### src/rtl/hilo_unit_if.sv
// rtl/hilo_unit_if.sv - HI/LO unit operation and result bundle
//
// Signals:
//   OpValid  HiLoOp/Product/RsData valid this cycle
//   HiLoOp   3-bit operation code from the instruction controller
//   Product  2*WIDTH multiply result {upper, lower}
//   RsData   rs register value for MTHI/MTLO
//   Hi, Lo   committed HI/LO registers
//   Busy     accumulate in flight, new ops are ignored
// Modports: master = upstream issuer, slave = hilo_unit.

interface hilo_unit_if #(
  parameter int WIDTH = 32
);
  logic                 OpValid;
  logic [2:0]           HiLoOp;
  logic [2*WIDTH-1:0]   Product;
  logic [WIDTH-1:0]     RsData;
  logic [WIDTH-1:0]     Hi;
  logic [WIDTH-1:0]     Lo;
  logic                 Busy;

  modport master (
    output OpValid, HiLoOp, Product, RsData,
    input  Hi, Lo, Busy
  );

  modport slave (
    input  OpValid, HiLoOp, Product, RsData,
    output Hi, Lo, Busy
  );
endinterface

### src/rtl/hilo_unit.sv
// rtl/hilo_unit.sv - architectural HI/LO register pair with 2-cycle MADD/MSUB
//
// Ports:
//   Clk  rising-edge system clock
//   Rst  asynchronous active-low reset
//   bus  hilo_unit_if.slave: OpValid/HiLoOp/Product/RsData in, Hi/Lo/Busy out
//
// MADD/MSUB split the 64-bit accumulate across two edges: the first edge
// registers the low-half sum and its carry/borrow, the second commits both
// halves at once so no partial result is ever visible on Hi/Lo.

module hilo_unit #(
  parameter int WIDTH = 32
) (
  input  logic        Clk,
  input  logic        Rst,
  hilo_unit_if.slave  bus
);

  localparam logic [2:0] OP_NONE = 3'd0;
  localparam logic [2:0] OP_LOAD = 3'd1;
  localparam logic [2:0] OP_MADD = 3'd2;
  localparam logic [2:0] OP_MSUB = 3'd3;
  localparam logic [2:0] OP_MTHI = 3'd4;
  localparam logic [2:0] OP_MTLO = 3'd5;

  typedef enum logic {
    IDLE   = 1'b0,
    ACC_HI = 1'b1
  } state_t;

  state_t            state_q, state_d;
  logic [WIDTH-1:0]  hi_q, hi_d;
  logic [WIDTH-1:0]  lo_q, lo_d;
  logic [WIDTH:0]    lo_sum_q, lo_sum_d;   // bit WIDTH = carry (add) or borrow (sub)
  logic [WIDTH-1:0]  prod_hi_q, prod_hi_d;
  logic              sub_q, sub_d;

  logic              accept;
  logic [WIDTH-1:0]  prod_lo;
  logic [WIDTH-1:0]  cin;

  assign accept  = bus.OpValid && (state_q == IDLE);
  assign prod_lo = bus.Product[WIDTH-1:0];
  assign cin     = {{(WIDTH-1){1'b0}}, lo_sum_q[WIDTH]};

  // State and datapath registers
  always_ff @(posedge Clk or negedge Rst) begin
    if (!Rst) begin
      state_q   <= IDLE;
      hi_q      <= '0;
      lo_q      <= '0;
      lo_sum_q  <= '0;
      prod_hi_q <= '0;
      sub_q     <= 1'b0;
    end else begin
      state_q   <= state_d;
      hi_q      <= hi_d;
      lo_q      <= lo_d;
      lo_sum_q  <= lo_sum_d;
      prod_hi_q <= prod_hi_d;
      sub_q     <= sub_d;
    end
  end

  // Next-state logic
  always_comb begin
    state_d   = state_q;
    hi_d      = hi_q;
    lo_d      = lo_q;
    lo_sum_d  = lo_sum_q;
    prod_hi_d = prod_hi_q;
    sub_d     = sub_q;

    unique case (state_q)
      IDLE: begin
        if (accept) begin
          unique case (bus.HiLoOp)
            OP_LOAD: begin
              hi_d = bus.Product[2*WIDTH-1:WIDTH];
              lo_d = prod_lo;
            end
            OP_MADD, OP_MSUB: begin
              // Zero-extended subtraction leaves bit WIDTH set exactly when
              // Lo < Product low half, so one bit serves as carry or borrow.
              if (bus.HiLoOp == OP_MSUB) begin
                lo_sum_d = {1'b0, lo_q} - {1'b0, prod_lo};
              end else begin
                lo_sum_d = {1'b0, lo_q} + {1'b0, prod_lo};
              end
              prod_hi_d = bus.Product[2*WIDTH-1:WIDTH];
              sub_d     = (bus.HiLoOp == OP_MSUB);
              state_d   = ACC_HI;
            end
            OP_MTHI: hi_d = bus.RsData;
            OP_MTLO: lo_d = bus.RsData;
            default: ;  // OP_NONE and reserved codes leave state untouched
          endcase
        end
      end
      ACC_HI: begin
        if (sub_q) begin
          hi_d = hi_q - prod_hi_q - cin;
        end else begin
          hi_d = hi_q + prod_hi_q + cin;
        end
        lo_d    = lo_sum_q[WIDTH-1:0];
        state_d = IDLE;
      end
      default: state_d = IDLE;
    endcase
  end

  // Output logic
  always_comb begin
    bus.Busy = (state_q == ACC_HI);
    bus.Hi   = hi_q;
    bus.Lo   = lo_q;
  end

  logic unused_op_none;
  assign unused_op_none = (OP_NONE == 3'd0);

endmodule

### src/flat_wrapper.sv
// flat-port wrapper written by rule: the top's interface ports become plain ports
module hilo_unit_flat 
#(
  parameter int WIDTH = 32
)
  (Clk, Rst, bus_OpValid, bus_HiLoOp, bus_Product, bus_RsData, bus_Hi, bus_Lo, bus_Busy);
  hilo_unit_if #(.WIDTH(WIDTH)) bus_i ();
  input  logic Clk;
  input  logic Rst;
  input wire logic [$bits(bus_i.OpValid)-1:0] bus_OpValid;
  input wire logic [$bits(bus_i.HiLoOp)-1:0] bus_HiLoOp;
  input wire logic [$bits(bus_i.Product)-1:0] bus_Product;
  input wire logic [$bits(bus_i.RsData)-1:0] bus_RsData;
  output wire logic [$bits(bus_i.Hi)-1:0] bus_Hi;
  output wire logic [$bits(bus_i.Lo)-1:0] bus_Lo;
  output wire logic [$bits(bus_i.Busy)-1:0] bus_Busy;
  assign bus_i.OpValid = bus_OpValid;
  assign bus_i.HiLoOp = bus_HiLoOp;
  assign bus_i.Product = bus_Product;
  assign bus_i.RsData = bus_RsData;
  assign bus_Hi = bus_i.Hi;
  assign bus_Lo = bus_i.Lo;
  assign bus_Busy = bus_i.Busy;
  hilo_unit #(.WIDTH(WIDTH)) u_core (.Clk(Clk), .Rst(Rst), .bus(bus_i));
endmodule
### config.mk
export PLATFORM = sky130hd
export DESIGN_NAME = hilo_unit_flat
export DESIGN_NICKNAME = d
export VERILOG_FILES = /design/src/rtl/hilo_unit_if.sv /design/src/rtl/hilo_unit.sv /design/src/flat_wrapper.sv
export SDC_FILE = /design/constraint.sdc
export NUM_CORES = 1
export LEC_CHECK = 0
export BUFFER_PORTS_ARGS = -buffer_cell sky130_fd_sc_hd__buf_2
export CORE_AREA = 4 4 193 195
export CTS_BUF_LIST = sky130_fd_sc_hd__clkbuf_4
export DETAILED_ROUTE_END_ITERATION = 16
export DIE_AREA = 0 0 197 199
export PLACE_DENSITY = 0.6
export SYNTH_ARGS = -nofsm -noshare
export SYNTH_HDL_FRONTEND = slang
export SYNTH_SLANG_ARGS = --single-unit
### constraint.sdc
create_clock -name Clk -period 3.45 [get_ports Clk]
set_clock_uncertainty 0.05 [all_clocks]
set_input_delay 0.345 -clock Clk [delete_from_list [all_inputs] [get_ports Clk]]
set_output_delay 0.345 -clock Clk [all_outputs]
set_load 0.005 [all_outputs]
==> run metrics <==
status completed; max capacitance violation total 0; Slew Limit Fails 0; Logic pwr share 0.710; critical path class flop to flop; Core ar. 35400 sq um; total number of vias 13200; worst endpoint data arrival time 3.77 ns; CP Data Required Time 3.86 ns; GRT overflow 0; Static Leak 0.00778 uW; Hold Crit Class primary input to flop; die width 197 um; initial antenna violation count 8; Routed WL 46300 um; DRC 0; floorplan row count 69; Yosys reg bits 131; Power Dens Cells 788 nW/um^2; Max VDD drop 0.000357 V; Slew Limit Headroom 0.294; GRT Total Usage 0.231; largest net degree at the start of global routing 79; Net Count, Synth 1821; YS warnings 0; startpoint class of the critical path flop; Psw 6150 uW; Syn Area/Cell 7.74 sq um; max frequency 0.298 GHz; crit-path max FO 3; post-detailed-route wirelength per cell 18.9 um; EDFF count, synth 0; Switching Fraction 0.480; vias in the first global route 13000; placed cells 2355; Mapped Area 12300 sq um; Post-Place Setup Slack -0.539 ns; Setup crit end kind flop; H-tree depth 4; setup ws final 0.0907 ns; CTS buffer count 17; post-synthesis async set-or-reset flop share 1.00; DR iter-0 viols 740; Layout Nets 2207; sequential share of power 0.195; Post-DRT Antenna Nets 0; Clock transition at path regs 0.13 ns; clk_lat worst skew 0.59 ns; TritonRoute pass-1 iters 5; CTS Sinks 131; ys flop type dfrtp_1; post-detail-place hpwl 36200 um; final setup vio count 0; final hold vios 0; RSZ-0062 raised after global routing true; post-synthesis sequential area ratio 0.266; Area Overhead vs Synth 32.0%; Cells after Synth 1591; DIE AREA 39200 sq um; Post-Layout Cell Count 2453; CTS tree yes; Clk pwr share 0.095; post-synthesis cell type count 78; Die Height 199 um; GPL Wtd Cong 0.925; clock tree buffer depth 2; period utilization 0.974; crit path time final 3.36 ns; first-pass GRT wire length 71700 um; I/O pin total 167; worst-margin pin slew 1.06 ns; Initial Util 0.348; Int Pwr 6670 uW; CTS root buffer clkbuf_4; layout cell share with drive strength beyond 1 0.237; vias per inst 5.39; PortBufs 166
==> final timing paths <==
| kind | startpoint | end | slack (ns) | cells past startpoint |
|---|---|---|---|---|
| hold reg to reg | u_core.lo_sum_q[9] | u_core.lo_sum_q[9] | 0.45 | 2 |
| setup reg to reg | u_core.bus.Hi[0] | u_core.bus.Hi[29] | 0.09 | 11 |
| max in group asynchronous | Rst | u_core.bus.Busy | 2.30 | 3 |
| min in group asynchronous | Rst | u_core.bus.Lo[10] | 0.22 | 2 |
| setup / recovery | u_core.bus.Hi[0] | u_core.bus.Hi[29] | 0.09 | 11 |
| hold / removal | bus_RsData[6] | u_core.bus.Lo[6] | 0.05 | 3 |
==> power by group through the flow <==
stage	Clock, uW	Sequential (uW)	Combinational (uW)
2_1_floorplan	0	2450	5620
3_3_place_gp	0	2520	8520
3_5_place_dp	0	2530	8620
4_1_cts	1240	2510	8760
5_1_grt	1310	2570	10100
6_report	1210	2510	9110
==> cell usage after synthesis (all sizes together), types with 8 or more instances <==
library cell  instances  area (sq um)
nand2               289          1080
a21oi               145           733
dfrtp               131          3280
o21ai               128           644
ha                  123          1540
inv                 106           398
nor2                100           375
xor2                 57           499
xnor2                54           473
clkbuf               52           195
mux2i                36           360
a31oi                34           219
a21o                 28           210
o22ai                25           156
a211oi               22           170
nor2b                20           125
nand3                19          95.1
o211ai               18           135
nand2b               16           100
nor3                 16          80.1
and3                 14          87.6
o21a                 13          97.6
nor4                 12          81.3
o21bai               11          82.6
o31ai                 9          67.6
o41ai                 9           124
buf                   8          30.0
==> sequential cells by signal (all words and copies together), names as in the netlist <==
signal and flops:
u_core.prod_hi_q 32, u_core.bus.Hi 32, u_core.lo_sum_q 33, u_core.bus.Lo 32, u_core.sub_q 1, u_core.bus.Busy 1
==> cell families after synthesis <==
family / after synthesis / synth area share
XOR/XNOR: 111 / 0.0789
AND/OR/NAND/NOR: 521 / 0.185
AO/OA/AOI/OAI: 494 / 0.255
adder cells (fa/ha/maj): 128 / 0.133
flip-flops: 131 / 0.266
buffers and inverters: 169 / 0.0515
multiplexers: 37 / 0.0302
==> metrics by stage <==
stage | cell area (sq um) | setup TNS [ns] | hold slack (ns) | util | total power (uW)
2_1_floorplan | 12500 | -0.0579 | -0.000591 | - | 8070
3_3_place_gp | 15200 | -5.13 | 0.308 | 0.429 | 11000
3_5_place_dp | 15200 | -5.72 | 0.312 | 0.429 | 11200
4_1_cts | 16100 | 0 | 0.00144 | 0.454 | 12500
5_1_grt | 16300 | -0.0923 | 0.00262 | 0.460 | 14000
6_report | 16300 | 0 | 0.0464 | 0.460 | 12800
==> layout by cell type, fill, tap and decap left out, drive strengths merged, types with 5 or more instances in the layout <==
cell type	count
nor4	12
or2	6
and2	6
fa	5
dlygate4sd3	58
a211o	5
nand4	6
o41ai	9
o22ai	25
clkinv	9
nand2b	16
mux2i	36
and3	14
nand2	289
o21bai	11
o21a	13
nor2b	20
a31oi	34
o311ai	5
xnor2	54
o211ai	18
a21oi	145
inv	109
o21ai	128
a211oi	22
nor3	16
dfrtp	131
or3	6
ha	123
buf	369
xor2	57
clkbuf	18
a21o	28
nand3	19
o31ai	9
nor2	100
==> per-layer routing <==
| metal | up-vias | wire (um) | part of all wire | global-route usage |
|---|---|---|---|---|
| li1 | 6396 | - | - | - |
| met1 | 6295 | 20600 | 0.45 | 0.309 |
| met2 | 429 | 21300 | 0.46 | 0.378 |
| met3 | 85 | 2910 | 0.063 | 0.0451 |
| met4 | 12 | 1350 | 0.029 | 0.0747 |
| met5 | - | 73 | 0.0016 | 0 |
==> cell type report <==
| class | instances | area [sq um] |
|---|---|---|
| flip-flops and latches | 131 | 3280 |
| diodes | 2 | 5.00 |
| clock inverters | 14 | 180 |
| fillers | 3548 | 19100 |
| well taps | 461 | 577 |
| multi-input cells | 1291 | 8690 |
| clock buffers | 18 | 135 |
| repair buffers | 427 | 2980 |
| inverters | 109 | 419 |
==> critical path: stages (launching register included) <==
cell and delay [ns]:
dfrtp_1 0.41, buf_4 0.16, fa_2 0.41, a211o_1 0.29, a311o_1 0.37, o221a_4 0.27
nor3b_2 0.27, or2_2 0.20, o31ai_2 0.11, o221ai_2 0.29, xnor2_1 0.10, a221o_1 0.31
==> what timing repair did <==
action / 4_1_cts / 5_1_grt
endpoints found under the setup margin: 3 / 18
hold buffers: 57 / 1
setup buffers: 0 / 6
gates resized for setup: 1 / 29
pin swaps: 1 / 18
hold endpoints to repair: 101 / 1
Note: power is estimated with default switching activity, not from simulation.
